==> src/rtl/dmem_arb_pkg.sv <==
// Shared types for the data-memory arbiter: widths, lock FSM states, command record.
package dmem_arb_pkg;

    localparam int NPORTS = 2;
    localparam int AW     = 13;
    localparam int DW     = 32;

    typedef enum logic [1:0] {
        ST_ARB   = 2'd0,
        ST_LOCK0 = 2'd1,
        ST_LOCK1 = 2'd2
    } arb_state_e;

    typedef struct packed {
        logic          valid;
        logic          port;
        logic          we;
        logic [AW-1:0] addr;
        logic [DW-1:0] wdata;
    } cmd_t;

    // Ports allowed to compete for a grant in a given lock state.
    function automatic logic [NPORTS-1:0] lock_mask(input arb_state_e st);
        case (st)
            ST_LOCK0: lock_mask = 2'b01;
            ST_LOCK1: lock_mask = 2'b10;
            default:  lock_mask = 2'b11;
        endcase
    endfunction

endpackage

==> src/rtl/dmem_arbiter_if.sv <==
// Bundle of both requester ports plus the memory-side signals of the arbiter.
interface dmem_arbiter_if;
    import dmem_arb_pkg::*;

    logic          req0, req1;
    logic          we0, we1;
    logic          lock0, lock1;
    logic [AW-1:0] addr0, addr1;
    logic [DW-1:0] wdata0, wdata1;
    logic          gnt0, gnt1;
    logic          rvalid0, rvalid1;
    logic [DW-1:0] rdata0, rdata1;
    logic [AW-1:0] mem_address;
    logic [DW-1:0] mem_write_data;
    logic          mem_memread, mem_memwrite;
    logic [DW-1:0] mem_read_data;

    modport slave (
        input  req0, req1, we0, we1, lock0, lock1, addr0, addr1, wdata0, wdata1,
        input  mem_read_data,
        output gnt0, gnt1, rvalid0, rvalid1, rdata0, rdata1,
        output mem_address, mem_write_data, mem_memread, mem_memwrite
    );

    modport master (
        output req0, req1, we0, we1, lock0, lock1, addr0, addr1, wdata0, wdata1,
        output mem_read_data,
        input  gnt0, gnt1, rvalid0, rvalid1, rdata0, rdata1,
        input  mem_address, mem_write_data, mem_memread, mem_memwrite
    );

endinterface

==> src/rtl/dmem_arb_grant.sv <==
// Winner select for two requesters; round-robin pointer when DMEM_ARB_RR_EN is defined,
// otherwise fixed priority to port 0.
module dmem_arb_grant
    import dmem_arb_pkg::*;
(
`ifdef DMEM_ARB_RR_EN
    input  logic              clk,
    input  logic              srst,
`endif
    input  logic [NPORTS-1:0] req_i,
    output logic [NPORTS-1:0] gnt_o
);

`ifdef DMEM_ARB_RR_EN
    logic ptr_q, ptr_d;

    always_comb begin
        gnt_o = req_i;
        ptr_d = ptr_q;
        if (req_i == 2'b11) begin
            gnt_o        = '0;
            gnt_o[ptr_q] = 1'b1;
        end
        // Pointer moves to the port that did not win this grant.
        if (gnt_o[0]) begin
            ptr_d = 1'b1;
        end else if (gnt_o[1]) begin
            ptr_d = 1'b0;
        end
    end

    always_ff @(posedge clk) begin
        if (srst) begin
            ptr_q <= 1'b0;
        end else begin
            ptr_q <= ptr_d;
        end
    end
`else
    always_comb begin
        gnt_o = req_i;
        if (req_i[0]) begin
            gnt_o[1] = 1'b0;
        end
    end
`endif

endmodule

==> src/rtl/dmem_arbiter.sv <==
// Two-port arbiter and A/M/R sequencer for the single-port data memory, with lock
// sequences for read-modify-write. DMEM_ARB_RR_EN selects round-robin contest resolution.
module dmem_arbiter
    import dmem_arb_pkg::*;
(
    input  logic          clk,
    input  logic          rst,
    dmem_arbiter_if.slave bus
);

    arb_state_e                     state_q;
    logic                           ready_q;
    cmd_t                           cmd_q, cmd_d;
    logic [NPORTS-1:0]              req_vec, eligible, gnt;
    logic [NPORTS-1:0]              rvalid_vec;
    logic [NPORTS-1:0][DW-1:0]      rdata_vec;

    assign req_vec = {bus.req1, bus.req0};

    // No grant while in reset nor in the first cycle after it is released.
    assign eligible = (rst || !ready_q) ? '0 : (req_vec & lock_mask(state_q));

    dmem_arb_grant u_grant (
`ifdef DMEM_ARB_RR_EN
        .clk   (clk),
        .srst  (rst),
`endif
        .req_i (eligible),
        .gnt_o (gnt)
    );

    assign bus.gnt0 = gnt[0];
    assign bus.gnt1 = gnt[1];

    always_comb begin
        cmd_d = '0;
        if (gnt[1]) begin
            cmd_d = '{valid: 1'b1, port: 1'b1, we: bus.we1, addr: bus.addr1, wdata: bus.wdata1};
        end else if (gnt[0]) begin
            cmd_d = '{valid: 1'b1, port: 1'b0, we: bus.we0, addr: bus.addr0, wdata: bus.wdata0};
        end
    end

    always_ff @(posedge clk) begin
        if (rst) begin
            state_q <= ST_ARB;
            ready_q <= 1'b0;
            cmd_q   <= '0;
        end else begin
            ready_q <= 1'b1;
            cmd_q   <= cmd_d;
            case (state_q)
                ST_ARB: begin
                    if (gnt[0] && bus.lock0) begin
                        state_q <= ST_LOCK0;
                    end else if (gnt[1] && bus.lock1) begin
                        state_q <= ST_LOCK1;
                    end
                end
                ST_LOCK0: begin
                    if (!bus.req0 || (gnt[0] && !bus.lock0)) begin
                        state_q <= ST_ARB;
                    end
                end
                ST_LOCK1: begin
                    if (!bus.req1 || (gnt[1] && !bus.lock1)) begin
                        state_q <= ST_ARB;
                    end
                end
                default: state_q <= ST_ARB;
            endcase
        end
    end

    // Gating with rst keeps a write sitting in stage M from committing at the reset edge.
    assign bus.mem_memwrite   = !rst && cmd_q.valid && cmd_q.we;
    assign bus.mem_memread    = !rst && cmd_q.valid && !cmd_q.we;
    assign bus.mem_address    = rst ? '0 : cmd_q.addr;
    assign bus.mem_write_data = rst ? '0 : cmd_q.wdata;

    generate
        for (genvar gi = 0; gi < NPORTS; gi++) begin : g_port
            logic          rvalid_q;
            logic [DW-1:0] rdata_q;
            logic          capture;

            assign capture = cmd_q.valid && !cmd_q.we && (cmd_q.port == 1'(gi));

            always_ff @(posedge clk) begin
                if (rst) begin
                    rvalid_q <= 1'b0;
                    rdata_q  <= '0;
                end else begin
                    rvalid_q <= capture;
                    if (capture) begin
                        rdata_q <= bus.mem_read_data;
                    end
                end
            end

            assign rvalid_vec[gi] = rst ? 1'b0 : rvalid_q;
            assign rdata_vec[gi]  = rst ? '0 : rdata_q;
        end
    endgenerate

    assign bus.rvalid0 = rvalid_vec[0];
    assign bus.rvalid1 = rvalid_vec[1];
    assign bus.rdata0  = rdata_vec[0];
    assign bus.rdata1  = rdata_vec[1];

endmodule

==> src/flat_wrapper.sv <==
// flat-port wrapper written by rule: the top's interface ports become plain ports
module dmem_arbiter_flat import dmem_arb_pkg::*;
  (clk, rst, bus_req0, bus_req1, bus_we0, bus_we1, bus_lock0, bus_lock1, bus_addr0, bus_addr1, bus_wdata0, bus_wdata1, bus_mem_read_data, bus_gnt0, bus_gnt1, bus_rvalid0, bus_rvalid1, bus_rdata0, bus_rdata1, bus_mem_address, bus_mem_write_data, bus_mem_memread, bus_mem_memwrite);
  dmem_arbiter_if bus_i ();
  input  logic clk;
  input  logic rst;
  input wire logic [$bits(bus_i.req0)-1:0] bus_req0;
  input wire logic [$bits(bus_i.req1)-1:0] bus_req1;
  input wire logic [$bits(bus_i.we0)-1:0] bus_we0;
  input wire logic [$bits(bus_i.we1)-1:0] bus_we1;
  input wire logic [$bits(bus_i.lock0)-1:0] bus_lock0;
  input wire logic [$bits(bus_i.lock1)-1:0] bus_lock1;
  input wire logic [$bits(bus_i.addr0)-1:0] bus_addr0;
  input wire logic [$bits(bus_i.addr1)-1:0] bus_addr1;
  input wire logic [$bits(bus_i.wdata0)-1:0] bus_wdata0;
  input wire logic [$bits(bus_i.wdata1)-1:0] bus_wdata1;
  input wire logic [$bits(bus_i.mem_read_data)-1:0] bus_mem_read_data;
  output wire logic [$bits(bus_i.gnt0)-1:0] bus_gnt0;
  output wire logic [$bits(bus_i.gnt1)-1:0] bus_gnt1;
  output wire logic [$bits(bus_i.rvalid0)-1:0] bus_rvalid0;
  output wire logic [$bits(bus_i.rvalid1)-1:0] bus_rvalid1;
  output wire logic [$bits(bus_i.rdata0)-1:0] bus_rdata0;
  output wire logic [$bits(bus_i.rdata1)-1:0] bus_rdata1;
  output wire logic [$bits(bus_i.mem_address)-1:0] bus_mem_address;
  output wire logic [$bits(bus_i.mem_write_data)-1:0] bus_mem_write_data;
  output wire logic [$bits(bus_i.mem_memread)-1:0] bus_mem_memread;
  output wire logic [$bits(bus_i.mem_memwrite)-1:0] bus_mem_memwrite;
  assign bus_i.req0 = bus_req0;
  assign bus_i.req1 = bus_req1;
  assign bus_i.we0 = bus_we0;
  assign bus_i.we1 = bus_we1;
  assign bus_i.lock0 = bus_lock0;
  assign bus_i.lock1 = bus_lock1;
  assign bus_i.addr0 = bus_addr0;
  assign bus_i.addr1 = bus_addr1;
  assign bus_i.wdata0 = bus_wdata0;
  assign bus_i.wdata1 = bus_wdata1;
  assign bus_i.mem_read_data = bus_mem_read_data;
  assign bus_gnt0 = bus_i.gnt0;
  assign bus_gnt1 = bus_i.gnt1;
  assign bus_rvalid0 = bus_i.rvalid0;
  assign bus_rvalid1 = bus_i.rvalid1;
  assign bus_rdata0 = bus_i.rdata0;
  assign bus_rdata1 = bus_i.rdata1;
  assign bus_mem_address = bus_i.mem_address;
  assign bus_mem_write_data = bus_i.mem_write_data;
  assign bus_mem_memread = bus_i.mem_memread;
  assign bus_mem_memwrite = bus_i.mem_memwrite;
  dmem_arbiter u_core (.clk(clk), .rst(rst), .bus(bus_i));
endmodule
==> config.mk <==
export PLATFORM = sky130hd
export DESIGN_NAME = dmem_arbiter_flat
export DESIGN_NICKNAME = d
export VERILOG_FILES = /design/src/rtl/dmem_arb_pkg.sv /design/src/rtl/dmem_arbiter_if.sv /design/src/rtl/dmem_arb_grant.sv /design/src/rtl/dmem_arbiter.sv /design/src/flat_wrapper.sv
export SDC_FILE = /design/constraint.sdc
export NUM_CORES = 1
export LEC_CHECK = 0
export ABC_AREA = 1
export BUFFER_PORTS_ARGS = -buffer_cell sky130_fd_sc_hd__buf_2
export CAP_MARGIN = 25
export CORE_UTILIZATION = 49
export DETAILED_ROUTE_END_ITERATION = 7
export GPL_TIMING_DRIVEN = 0
export PLACE_DENSITY = 0.84
export SLEW_MARGIN = 25
export SYNTH_ARGS = -nofsm -noshare
export SYNTH_HDL_FRONTEND = slang
export SYNTH_HIERARCHICAL = 1
export SYNTH_SLANG_ARGS = --single-unit
export TNS_END_PERCENT = 100
==> constraint.sdc <==
create_clock -name clk -period 3.05 [get_ports clk]
set_input_delay 0.305 -clock clk [delete_from_list [all_inputs] [get_ports clk]]
set_output_delay 0.305 -clock clk [all_outputs]
set_load 0.03 [all_outputs]
== After elaboration in Yosys (flattened, before gate mapping) ==
Index checks and enable logic that the tools add are counted.

* Output and inout port bits: 115
* Register bits after elaboration: 117
* Input bits: 130

* Bitwise gates (word level): 2
* Mux-type cells: 17
* Equality and inequality tests: 5
* Reductions and logical operators: 22

{| class="wikitable"
|+ Operators with widths
! cell !! number
|-
| $mux W32 || 3
|-
| $mux W48 || 2
|-
| $mux W13 || 1
|-
| $logic_and A1 B1 Y1 || 10
|-
| $mux W2 || 5
|-
| $logic_not A1 Y1 || 7
|-
| $pmux W2 S3 || 1
|-
| $mux W1 || 4
|-
| $ne A2 B1 Y1 const B || 2
|-
| $pmux W2 S2 || 1
|-
| $logic_or A1 B1 Y1 || 3
|-
| $ne A3 B1 Y1 const B || 1
|-
| $reduce_and A3 Y1 || 1
|-
| $and A2 B2 Y2 || 1
|-
| $eq A2 B1 Y1 const B || 1
|-
| $eq A2 B2 Y1 const B || 1
|-
| $logic_not A2 Y1 || 1
|-
| $not A1 Y1 || 1
|}

== Depth between registers and ports, before layout ==
* Depth in word-level cells: 9
* Gate-level depth with buffers: 10
* Depth with buffers taken out: 9

== By module ==
The synthesis kept the hierarchy.

{| class="wikitable"
|+ Modules (own cells, without submodules)
! module !! cells an instance !! times used !! area each (sq um)
|-
| dmem_arbiter || 640 || 1 || 4863.4
|-
| dmem_arb_grant || 3 || 1 || 17.5
|}

== Worst setup path before layout ==
OpenSTA, ideal clock, no wires.

* Path type: input port to flip-flop
* From: in rst
* To: reg u_core/cmd_q[18] (netlist name)
* Library setup time: 0.064 ns
* Data arrival time: 1.765 ns
* Setup slack: 1.221 ns
* Required time: 2.986 ns
* Buffers on the path: 3
* Stages: 10
* Path through: inv_1 buf_4 nand2_1 nor3b_1 inv_1 nor2_2 buf_4 buf_4 a22oi_1 nor2_1

* Cells in the longest elaborated chain, start to end: 4

{| class="wikitable"
|+ RTL lines
! what !! RTL line !! source
|-
| start: declaration || flat_wrapper.sv:6 || <nowiki>input logic rst;</nowiki>
|-
| $logic_or A1 B1 Y1 || dmem_arbiter.sv:21 || <nowiki>assign eligible = (rst || !ready_q) ? '0 : (req_vec & lock_mask(state_q));</nowiki>
|-
| $mux W2 || dmem_arbiter.sv:21 ||
|-
| via u_core.eligible[1] || dmem_arbiter.sv:14 || <nowiki>logic [NPORTS-1:0] req_vec, eligible, gnt;</nowiki>
|-
| $mux W1 || dmem_arb_grant.sv:42 || <nowiki>if (req_i[0]) begin</nowiki>
|-
| via bus_gnt1 || flat_wrapper.sv:19 || <nowiki>output wire logic [$bits(bus_i.gnt1)-1:0] bus_gnt1;</nowiki>
|-
| $mux W48 || dmem_arbiter.sv:37 || <nowiki>if (gnt[1]) begin</nowiki>
|-
| end signal: assignment || dmem_arbiter.sv:51 || <nowiki>cmd_q <= cmd_d;</nowiki>
|-
| end: declaration || dmem_arbiter.sv:13 || <nowiki>cmd_t cmd_q, cmd_d;</nowiki>
|}

The timed path passes the listed nets, and every way through them passes these cells.
A chain may end at the register's enable or synchronous reset.

== Final worst setup path ==
* From: reg u_core.state_q[0]
* To: out bus_gnt1

* Cells in the longest elaborated chain, start to end: 5

{| class="wikitable"
|+ RTL lines
! what !! RTL line !! source
|-
| start: declaration || dmem_arbiter.sv:11 || <nowiki>arb_state_e state_q;</nowiki>
|-
| start signal: assignment || dmem_arbiter.sv:46 || <nowiki>state_q <= ST_ARB;</nowiki>
|-
| start signal: assignment || dmem_arbiter.sv:55 || <nowiki>state_q <= ST_LOCK0;</nowiki>
|-
| start signal: assignment || dmem_arbiter.sv:57 || <nowiki>state_q <= ST_LOCK1;</nowiki>
|-
| $eq A2 B2 Y1 or $eq A2 B1 Y1 (tied branches) || dmem_arb_pkg.sv:24 || <nowiki>case (st)</nowiki>
|-
| $pmux W2 S2 * || dmem_arb_pkg.sv:24 ||
|-
| $and A2 B2 Y2 * || dmem_arbiter.sv:21 ||
|-
| $mux W2 * || dmem_arbiter.sv:21 ||
|-
| via u_core.eligible[1] || dmem_arbiter.sv:14 ||
|-
| $mux W1 * || dmem_arb_grant.sv:42 ||
|-
| end: declaration || flat_wrapper.sv:19 ||
|}

The timed path passes the listed nets; every way through them passes the cells marked *.

==> flow_metrics.env <==
export IMPL_max_freq_mhz=503
export IMPL_pwr_share_clk=0.497
export IMPL_slew_headroom=0.729
export IMPL_hold_viol=0
export IMPL_path_max_fanout=6
export IMPL_ys_warn_count=6
export IMPL_grt_overflow=0
export IMPL_end_kind="primary output"
export IMPL_finalNetCount=1036
export IMPL_die_area_um2=10400
export IMPL_track_usage=0.259
export IMPL_worstSetupPathType="reg -> out"
export IMPL_start_util=0.502
export IMPL_cts_resized=0
export IMPL_numClockSinks=117
export IMPL_crit_buf_inv=3
export IMPL_viasPerCell=4.58
export IMPL_setup_viol=0
export IMPL_antenna_found_initial=1
export IMPL_dp_cells=1020
export IMPL_grt_pass1_wl_mm=20.6
export IMPL_topRoutingLayerUsed="met5"
export IMPL_yosysSeqAreaShare=0.480
export IMPL_io_pins=245
export IMPL_finish_utilization=0.705
export IMPL_worstPathArrival_ns=1.68
export IMPL_hold_ws_ns=0.0435
export IMPL_p_seq_frac=0.406
export IMPL_multi_input_area_um2=1670
export IMPL_grt_max_degree=17
export IMPL_wl_met1_mm=5.64
export IMPL_irDropWorstVdd_uv=439
export IMPL_clock_latency_ns=0.50
export IMPL_ant_nets=0
export IMPL_cp_common_cell="inv_1"
export IMPL_combPwrFrac=0.097
export IMPL_dr_wl_met2_mm=6.66
export IMPL_syn_instance_count=643
export IMPL_rsz0062_at_grt="false"
export IMPL_layout_commonest_cell="buf_2"
export IMPL_clockRootBuffer="clkbuf_8"
export IMPL_synth_nets=773
export IMPL_drive_above_1_share=0.369
export IMPL_avgSynthCellArea_um2=7.59
export IMPL_cts_buffers=17
export IMPL_fin_cells=1053
export IMPL_critPathSlowestCell="dfxtp_1"
export IMPL_setup_tns_ns=0
export IMPL_hold_class="in -> reg"
export IMPL_htree_levels=4
export IMPL_hpwl_mm=9.78
export IMPL_p_int_mw=3.00
export IMPL_period_needed_ns=1.99
export IMPL_ctsHoldBuffers=0
export IMPL_path_cells="inv_1 > nor2_1 > nor3b_1 > inv_1 > nor2_2 > buf_2"
export IMPL_ff_latch_area_um2=2340
export IMPL_worst_pin_slew_ns=0.406
export IMPL_fin_skew_ns=0.0113
export IMPL_routedWlPerCell_um=12.6
export IMPL_final_max_slew_violation_count=0
export IMPL_power_density_nw_per_um2=572
export IMPL_drt_total_wl_mm=13.3
export IMPL_crit_family="simple AND/OR/NAND/NOR gates"
export IMPL_switching_share=0.237
export IMPL_place_gp_congestion=0.827
export IMPL_drc=0
export IMPL_cp_slowest_stage_delay_ns=0.32
export IMPL_cts_tree="yes"
export IMPL_syn_area_um2=4880
export IMPL_fillCellCount=857
export IMPL_core_area_um2=9730
export IMPL_die_w_um=102
export IMPL_firstDrtPassIters=5
export IMPL_drt_initial_drc_count=158
export IMPL_io_buffers=244
export IMPL_required_ns=2.74
export IMPL_synth_seq_cells=117
export IMPL_final_cell_mix="buf_2 (261), inv_1 (154), nor2_1 (141)"
export IMPL_dr_wl_met3_um=699
export IMPL_leakage_nw=3.86
export IMPL_outcome="finished, final reports clean"
export IMPL_first_global_vias=4459
export IMPL_area_delta_synth_final_pct=40.6
export IMPL_fin_crit_sh=0.652
export IMPL_power_mw=3.93
export IMPL_dr_total_vias=4823
export IMPL_critPathLaunchType="flip-flop"
export IMPL_switchingPower_mw=0.930
export IMPL_clk_pin_slew_ns=0.06
export IMPL_synth_cell_types=18
export IMPL_num_rows=36
export IMPL_cap_viol_max_count=0
export IMPL_fp_dieH_um=102
export IMPL_clockBufferDepth=2
export IMPL_cts_setup_buffers=0
[Yosys cell counts]
| master | count | area (um^2) |
|---|---|---|
| buf_2 | 17 | 85.1 |
| clkbuf_1 | 1 | 3.75 |
| a22oi_1 | 77 | 578 |
| inv_2 | 1 | 3.75 |
| inv_1 | 154 | 578 |
| nor2_1 | 141 | 529 |
| nand2_1 | 41 | 154 |
| nand3_1 | 7 | 35.0 |
| nand3_2 | 1 | 10.0 |
| nor3b_1 | 2 | 15.0 |
| nor2b_1 | 1 | 6.26 |
| a21oi_1 | 34 | 170 |
| buf_6 | 8 | 90.1 |
| o21ai_0 | 3 | 15.0 |
| dfxtp_1 | 117 | 2340 |
| nor2_2 | 22 | 138 |
| nor2_4 | 2 | 22.5 |
| buf_4 | 14 | 105 |
[final timing paths]
kind | startpoint | end | slack [ns] | cells past startpoint
worst min register to register | u_core/g_port[0].rdata_q[31]$_SDFFE_PP0P_ | u_core/g_port[0].rdata_q[31]$_SDFFE_PP0P_ | 0.47 | 2
worst min-delay path | bus_wdata0[0] | u_core/cmd_q[0]$_SDFF_PP0_ | 0.04 | 3
worst max register to register | u_core/state_q[0]$_SDFFE_PP0P_ | u_core/cmd_q[1]$_SDFF_PP0_ | 1.25 | 8
worst max-delay path | u_core/state_q[0]$_SDFFE_PP0P_ | bus_gnt1 | 1.06 | 6
[cells by family (layout without fill, tap and decap cells)]
logic type,Yosys count,in the layout,share of synthesized area
and+or+nand+nor,217,217,0.186
buffers and inverters,195,471,0.177
DFF,117,117,0.480
AOI/OAI and AO/OA,114,114,0.156
other,0,1,0
[through the flow]
step | worst slack (ns) | area, um^2
6_report | 1.06 | 6860
5_1_grt | 0.942 | 6860
4_1_cts | 1.02 | 6860
3_5_place_dp | 0.849 | 6270
3_3_place_gp | 0.911 | 6270
2_1_floorplan | 1.22 | 4880
[registers in the layout, indices dropped and copies added, names as in the netlist]
signal	flops
u_core/g_port.rvalid_q	2
u_core/state_q	2
u_core/cmd_q	48
u_core/g_port.rdata_q	64
u_core/ready_q	1
[layout make-up]
cell class / count / share of cell area
Antenna cell: 1 / 0.000365
Clock inverter: 12 / 0.0226
Inverter: 155 / 0.0848
Timing Repair Buffer: 244 / 0.178
Multi-Input combinational cell: 331 / 0.244
Clock buffer: 20 / 0.0635
Sequential cell: 117 / 0.341
Buffer: 40 / 0.0414
Tap cell: 133 / 0.0243
[power by group through the flow]
stage	clock (mW)	combinational, mW	sequential (mW)
after floorplan	0	0.226	1.62
after global placement	0	0.374	1.63
after detailed placement	0	0.379	1.63
after CTS	1.98	0.381	1.60
after global routing	2.07	0.419	1.60
final	1.95	0.380	1.60
[worst register-to-register path: stages, from the launching register on]
cell     delay (ns)
dfxtp_1        0.35
nor2_1         0.07
nor3b_1        0.31
buf_4          0.20
inv_1          0.08
nor2_4         0.25
buf_4          0.24
a22oi_1        0.13
nor2_1         0.10
[routing by layer]
metal	up-vias	GRT usage
met5	-	0
met4	2	0.108
li1	2494	-
met1	2150	0.309
met3	22	0.0649
met2	155	0.444
Power figures use the tool's default switching activity.
